File: src/rtl/reg_bus_sched.sv
// reg_bus_sched: owns the single PWM register-file port.
// After reset it replays a table of default register writes, then shares the
// port between the SPI decoder (m0, never stalled) and a local requester
// (m1, req/ack handshake).
//
// Handshake summary:
//   m0: m0_read/m0_write are single-cycle pulses. The access appears on the
//       bus in the same cycle and always wins. When both are high the write
//       is issued and the read is dropped.
//   m1: m1_req is held, with m1_we/m1_addr/m1_wdata stable, until m1_ack.
//       The grant is the cycle where the m1 access is on the bus.
//       m1_ack pulses for one cycle right after the grant.
//       m1_rdata holds the value captured on a read grant until the next ack.
//       No grant is given in the ack cycle.
module reg_bus_sched #(
   parameter int INIT_LEN = 4,
   parameter logic [((INIT_LEN > 0) ? INIT_LEN : 1)*6-1:0] INIT_ADDRS = '0,
   parameter logic [((INIT_LEN > 0) ? INIT_LEN : 1)*8-1:0] INIT_DATA  = '0
) (
   input  logic       clk,
   input  logic       rst,
   input  logic       m0_read,
   input  logic       m0_write,
   input  logic [5:0] m0_addr,
   input  logic [7:0] m0_wdata,
   output logic [7:0] m0_rdata,
   input  logic       m1_req,
   input  logic       m1_we,
   input  logic [5:0] m1_addr,
   input  logic [7:0] m1_wdata,
   output logic       m1_ack,
   output logic [7:0] m1_rdata,
   output logic       read,
   output logic       write,
   output logic [5:0] addr,
   output logic [7:0] data_write,
   input  logic [7:0] data_read,
   output logic       init_done,
   output logic [1:0] dbg_state
);

   typedef enum logic [1:0] {
      ST_INIT   = 2'd0,
      ST_RUN    = 2'd1,
      ST_M1_ACK = 2'd2
   } state_t;

   // idx must be able to hold INIT_LEN itself.
   localparam int IDX_W = (INIT_LEN < 2) ? 1 : $clog2(INIT_LEN + 1);
   localparam logic [IDX_W-1:0] LEN_IDX  = IDX_W'(INIT_LEN);
   localparam logic [IDX_W-1:0] LAST_IDX = IDX_W'((INIT_LEN > 0) ? INIT_LEN - 1 : 0);

   state_t           state;
   logic [IDX_W-1:0] idx;
   logic             m0_act;
   logic             tbl_pending;
   logic             m1_grant;
   logic [5:0]       tbl_addr;
   logic [7:0]       tbl_data;

   assign m0_act      = m0_read | m0_write;
   assign tbl_pending = (state == ST_INIT) && (idx < LEN_IDX);
   assign m1_grant    = (state == ST_RUN) && m1_req && !m0_act;
   assign m0_rdata    = data_read;
   assign dbg_state   = state;

   // Select the current boot-table entry; a loop keeps indexing in range.
   always_comb begin
      tbl_addr = '0;
      tbl_data = '0;
      for (int i = 0; i < INIT_LEN; i++) begin
         if (idx == IDX_W'(i)) begin
            tbl_addr = INIT_ADDRS[i*6 +: 6];
            tbl_data = INIT_DATA[i*8 +: 8];
         end
      end
   end

   // Bus mux: m0 first, then the boot table, then an m1 grant; idle drives 0.
   always_comb begin
      read       = 1'b0;
      write      = 1'b0;
      addr       = '0;
      data_write = '0;
      if (rst) begin
         // Keep the register file untouched while reset is asserted.
         read = 1'b0;
      end else if (m0_act) begin
         write      = m0_write;
         read       = m0_read & ~m0_write;
         addr       = m0_addr;
         data_write = m0_wdata;
      end else if (tbl_pending) begin
         write      = 1'b1;
         addr       = tbl_addr;
         data_write = tbl_data;
      end else if (m1_grant) begin
         write      = m1_we;
         read       = ~m1_we;
         addr       = m1_addr;
         data_write = m1_wdata;
      end
   end

   // Scheduler FSM with registered init_done, m1_ack and m1_rdata.
   always_ff @(posedge clk or posedge rst) begin
      if (rst) begin
         state     <= ST_INIT;
         idx       <= '0;
         init_done <= 1'b0;
         m1_ack    <= 1'b0;
         m1_rdata  <= '0;
      end else begin
         m1_ack <= 1'b0;
         case (state)
            ST_INIT: begin
               if (INIT_LEN == 0) begin
                  state     <= ST_RUN;
                  init_done <= 1'b1;
               end else if (!m0_act) begin
                  // The table entry went out this cycle.
                  idx <= idx + 1'b1;
                  if (idx == LAST_IDX) begin
                     state     <= ST_RUN;
                     init_done <= 1'b1;
                  end
               end
            end
            ST_RUN: begin
               if (m1_grant) begin
                  state  <= ST_M1_ACK;
                  m1_ack <= 1'b1;
                  if (!m1_we) begin
                     m1_rdata <= data_read;
                  end
               end
            end
            ST_M1_ACK: begin
               state <= ST_RUN;
            end
            default: begin
               state <= ST_INIT;
            end
         endcase
      end
   end

   // The register port never sees a read and a write together.
   assert property (@(posedge clk) disable iff (rst) !(read && write));

   // An ack is only ever presented from the ack state.
   assert property (@(posedge clk) disable iff (rst) m1_ack |-> (state == ST_M1_ACK));

endmodule

File: config.mk
export PLATFORM = sky130hd
export DESIGN_NAME = reg_bus_sched
export DESIGN_NICKNAME = d
export VERILOG_FILES = /design/src/rtl/reg_bus_sched.sv
export SDC_FILE = /design/constraint.sdc
export NUM_CORES = 1
export LEC_CHECK = 0
export CORE_ASPECT_RATIO = 1.4
export CORE_UTILIZATION = 30
export CTS_CLUSTER_DIAMETER = 200
export DETAILED_ROUTE_END_ITERATION = 10
export GPL_TIMING_DRIVEN = 0
export PLACE_DENSITY = 0.91
export SKIP_CTS_REPAIR_TIMING = 1
export SLEW_MARGIN = 0
export SYNTH_ARGS = -nofsm -noshare
export SYNTH_HDL_FRONTEND = slang
export SYNTH_SLANG_ARGS = --single-unit
File: constraint.sdc
create_clock -name clk -period 2 [get_ports clk]
set_input_delay 0.4 -clock clk [delete_from_list [all_inputs] [get_ports clk]]
set_output_delay 0.4 -clock clk [all_outputs]
set_load 0.01 [all_outputs]
# After elaboration in Yosys (flattened, before gate mapping)
# Index checks and enable logic that the tools add are counted.
# W data, S select, Z words.
# classes
n_addsub	1
order_cmp	1
n_eq_ne	6
muxes	22
bitwise	5
n_reduce_logical	9
# op_table
operator	n
$mux W8	4
$mux W6	4
$mux W1	10
$reduce_and A3 Y1	3
$mux W2	3
$pmux W2 S3	1
$ne A2 B2 Y1 const B	2
$add A3 B1 Y3 const B	1
$eq A3 B2 Y1 const B	1
$logic_and A1 B1 Y1	3
$lt A3 B3 Y1 const B	1
$not A1 Y1	3
$eq A2 B1 Y1 const B	1
$eq A2 B2 Y1 const B	1
$logic_not A2 Y1	1
$ne A2 B1 Y1 const B	1
$reduce_and A2 Y1	1
$and A1 B1 Y1	1
$logic_not A1 Y1	1
$or A1 B1 Y1	1
# word_totals
reg_bits	15
input_bits	42
output_inout_bits	36
elab_cells	49

# Longest topological paths before layout
# logic_depth
depth_word	7
ltp_mapped	4
mapped_depth_nobuf	4

# Worst setup path before layout
# Ideal clock, no wire load.
# synth_timing
kind	reg2out
from	reg state[1], in the netlist dbg_state[1]
to	out addr[2]
arrival_time_ns	1.448
t_required_ns	1.600
slack_ns	0.152
stages_incl_launch_ff	5
n_path_buf	1
cell_sequence	dfrtp_1 or3_4 nor3_2 buf_4 a22o_1
# synth_via
elab_chain_cells	7
elab_cells_between_ends	9
cone_classes	1 x eq/ne; 4 x mux; 4 x reduce/logical
# synth_rtl
item	line_no	source
start: declaration	53	state_t state;
start signal: assignment	108	state <= ST_INIT;
start signal: assignment	118	state <= ST_RUN;
start signal: assignment	124	state <= ST_RUN;
$eq A2 B1 Y1	63	assign m1_grant = (state == ST_RUN) && m1_req && !m0_act;
$logic_and A1 B1 Y1 (2 in series)	63	
$mux W6	97	end else if (m1_grant) begin
$mux W6 (*)	93	end else if (tbl_pending) begin
$mux W6 (*)	88	end else if (m0_act) begin
$mux W6 (*)	85	if (rst) begin
end: declaration	35	output logic [5:0] addr,
# Every way passes the cells marked *; elsewhere a longest branch is shown, timed or not.

# Worst setup path in the final report
# layout_timing
from	reg state[1], in the netlist dbg_state[1]
to	out data_write[1]
# layout_via
elab_chain_cells	7
elab_cells_between_ends	9
cone_classes	1 x eq/ne; 4 x mux; 4 x reduce/logical
# layout_rtl
item	line_no	source
$eq A2 B1 Y1	63	
$logic_and A1 B1 Y1 (2 in series)	63	
$mux W8	97	
$mux W8 (*)	93	
$mux W8 (*)	88	
$mux W8 (*)	85	
end: declaration	36	output logic [7:0] data_write,
# Marks and branches as above.

==> impl_results.md <==
- Run status: finished with violations
- Violated checks: setup timing
- Initial Util: 32.1%
- PD cells: 779 nW/um^2
- First-pass GRT wire length: 4160 microns
- Final core utilization: 67.1%
- Post-DP HPWL: 2510 microns
- Area share of fa/ha/maj cells after synthesis: 2.95%
- Num CTS Buffers: 3
- Maximum clock rate: 0.465 GHz
- Part of the power in combinational logic: 49.8%
- Nets: 214
- Register area: 377 sq um
- RR Endpoint: m1_rdata[1]
- Fin. Hold Viols: 0
- Synth Area in Compound Gates: 20.8%
- Distinct cell type count after synthesis: 22
- ANT nets after route: 0
- Largest family of logic cells by synthesized area: compound AO/OA/AOI/OAI gates
- H-tree depth: 1
- Layout cells sized above 1: 34.9%
- Tot GR Track Use: 19.5%
- Simple logic cell fraction of the synthesized area: 9.73%
- Clock tree buffer depth: 2
- Internal: 0.933 mW
- Startpoint Class: flip-flop
- Final Max Tran Viols: 0
- Switching fraction of total power: 32.5%
- GRT overflow: 0
- RSZ-0062 raised after global routing: true
- Row count: 22
- CP max-delay cell: dfrtp_2
- TritonCTS clock tree: built
- Vias in the first global route: 928
- Setup slack, reg-to-reg: 0.22 ns
- Flop pwr share: 37.8%
- IO buf count: 77
- LEAKAGE: 0.865 nW
- Measured slew at the worst slew-check pin: 0.786 ns
- Final setup margin: -0.151 ns
- Register area share after synthesis: 44.2%
- Max-slew headroom: 47.1%
- Initial antenna violation count: 0
- Via density: 4.92
- Critical path class: flip-flop to primary output
- Area of the multi-input gates: 410 sq um
- Final WL: 3400 microns
- Mux contribution to synthesized area: 11.9%
- Synth warnings: 0
- Pre-Repair DR Iteration Count: 4
- Synthesized area: 848 sq um
- Final Wtd Congestion: 0.737
- Die W: 46.9 microns
- Max-Cap Viols: 0
- Crit. End Element: primary output
- Crit-path cells: or3_4, nor3_4, buf_6, a22o_1, buf_2
- Post-route DRC: 0
- Routed length per instance: 16.6 microns
- Layout Skew: 0.00695 ns
- Post-synth top area cell: dfrtp_1
- Synth top area cells: dfrtp_1 (44%), a22o_1 (15%), mux2_2 (12%)
- Worst Reg-to-Reg Cells: 4
- Pin count of the biggest net entering global routing: 18
- Buf+Inv Stages, Crit Path: 2
- Critical Path AT: 1.75 ns
- Core box area: 2640 sq um
- Placed instance area: 1660 sq um
- Number of synthesized register bits: 15
- # diodes: 0
- Clock Power Share: 12.4%
- Synth Instances: 74
- Clk slew on worst S/H paths: 0.09 ns
- Worst R2R Start: dbg_state[1]
- Crit-path max cell delay: 0.42 ns
- CTS sink count: 15
- Clk Latency, worst-skew pair: 0.28 ns
- Die area: 3050 sq um
- CP delay by family, top: simple AND/OR/NAND/NOR gates
- Setup total negative slack: -1.81 ns
- Vias: 1009
- Synth Area per Inst: 11.5 sq um
- Hold WC Path Type: primary input to async pin
- Peak VDD IR: 0.000559 V
- Post-Syn Nets: 118
- # IOs: 78
- Switch Pwr: 0.449 mW
- # setup viols final: 15
- FILL cells: 208
- CP required: 1.60 ns
- Fin area: 1770 sq um
- Final worst-path cycle share: 108%
- Clock Tree Root: clkbuf_4
- Yosys top cell area share: 44.2%
- Min cycle time layout: 2.15 ns
- Critical-path maximum fanout: 10
- Die Span Y: 64.9 microns
- Drt initial violations: 10
- Area Growth Syn to Fin: 109%
- Xor/xnor cell area share of the yosys netlist: 1.03%
## registers in the layout, indices dropped and copies added (netlist names)
name       count
idx            3
m1_rdata       8
m1_ack         1
init_done      1
dbg_state      2
## layer usage
metal | wire length (microns) | GRT usage [%] | vias to the layer above
met3 | 404 | 4.74 | 6
met4 | 51 | 7.14 | 0
met2 | 1900 | 39.6 | 64
met1 | 1040 | 15.9 | 475
met5 | 0 | 0 | -
li1 | - | - | 464
## metrics by stage
stage               std cells  power, mW  hold WS, ns  setup WS [ns]
floorplan                  74      0.792        0.318          0.152
global placement          187       1.16        0.463          -1.01
detailed placement        187       1.20        0.476          -1.04
CTS                       191       1.37        0.492          -1.04
global route              205       1.46        0.196         -0.229
finish                    205       1.38        0.182         -0.151
## cell usage after synthesis (all sizes together)
cell	n
nand3	1
or3	1
nor4	1
xor2	1
a21oi	2
ha	2
nor2b	1
o21ai	1
a211oi	1
clkbuf	1
a21o	2
buf	9
a22o	15
dfrtp	15
o21a	1
nand2	1
nor2	5
inv	2
mux2	9
nor3	3
## cell type report
class,count,area share [%]
well taps,36,2.54
clock buffers,3,1.27
inverters,2,0.635
clock inverters,1,0.282
multi-input cells,47,23.1
plain buffers,10,4.30
flip-flops and latches,15,21.2
repair buffers,91,46.6
## power by group through the flow
stage               clock (mW)  sequential [mW]  combinational, mW
detailed placement           0            0.523              0.676
CTS                      0.176            0.517              0.677
floorplan                    0            0.555              0.237
finish                   0.171            0.522              0.689
global route             0.190            0.537              0.737
global placement             0            0.511              0.654
## worst max-delay path by stage
stage / cells past startpoint / end / start / slack (ns)
after global placement: 6 / addr[4] / m0_write / -1.01
after detailed placement: 6 / data_write[1] / m0_write / -1.04
after floorplan: 4 / addr[2] / dbg_state[1] / 0.15
after CTS: 6 / data_write[1] / m0_write / -1.04
final: 5 / data_write[1] / dbg_state[1] / -0.15
after global routing: 5 / data_write[1] / dbg_state[1] / -0.23
## cell families after synthesis
logic type / count (synthesis)
compound gates: 22
flops: 15
simple gates: 13
buf+inv: 12
mux: 9
fa+ha+maj: 2
xor+xnor: 1
## layout by cell type (no fill, tap or decap), drive strengths merged
cell	count
buf	35
nor4	1
clkinvlp	1
nand3	1
dfrtp	15
a211oi	1
nor2	5
a22o	15
nor3	3
o21ai	1
a21o	2
inv	1
nor2b	1
o21a	1
a21oi	2
mux2	9
clkinv	1
nand2	1
or3	1
clkbuf	7
dlymetal6s2s	5
clkdlybuf4s50	57
ha	2
xor2	1
Note: power is estimated with default switching activity, not from simulation.
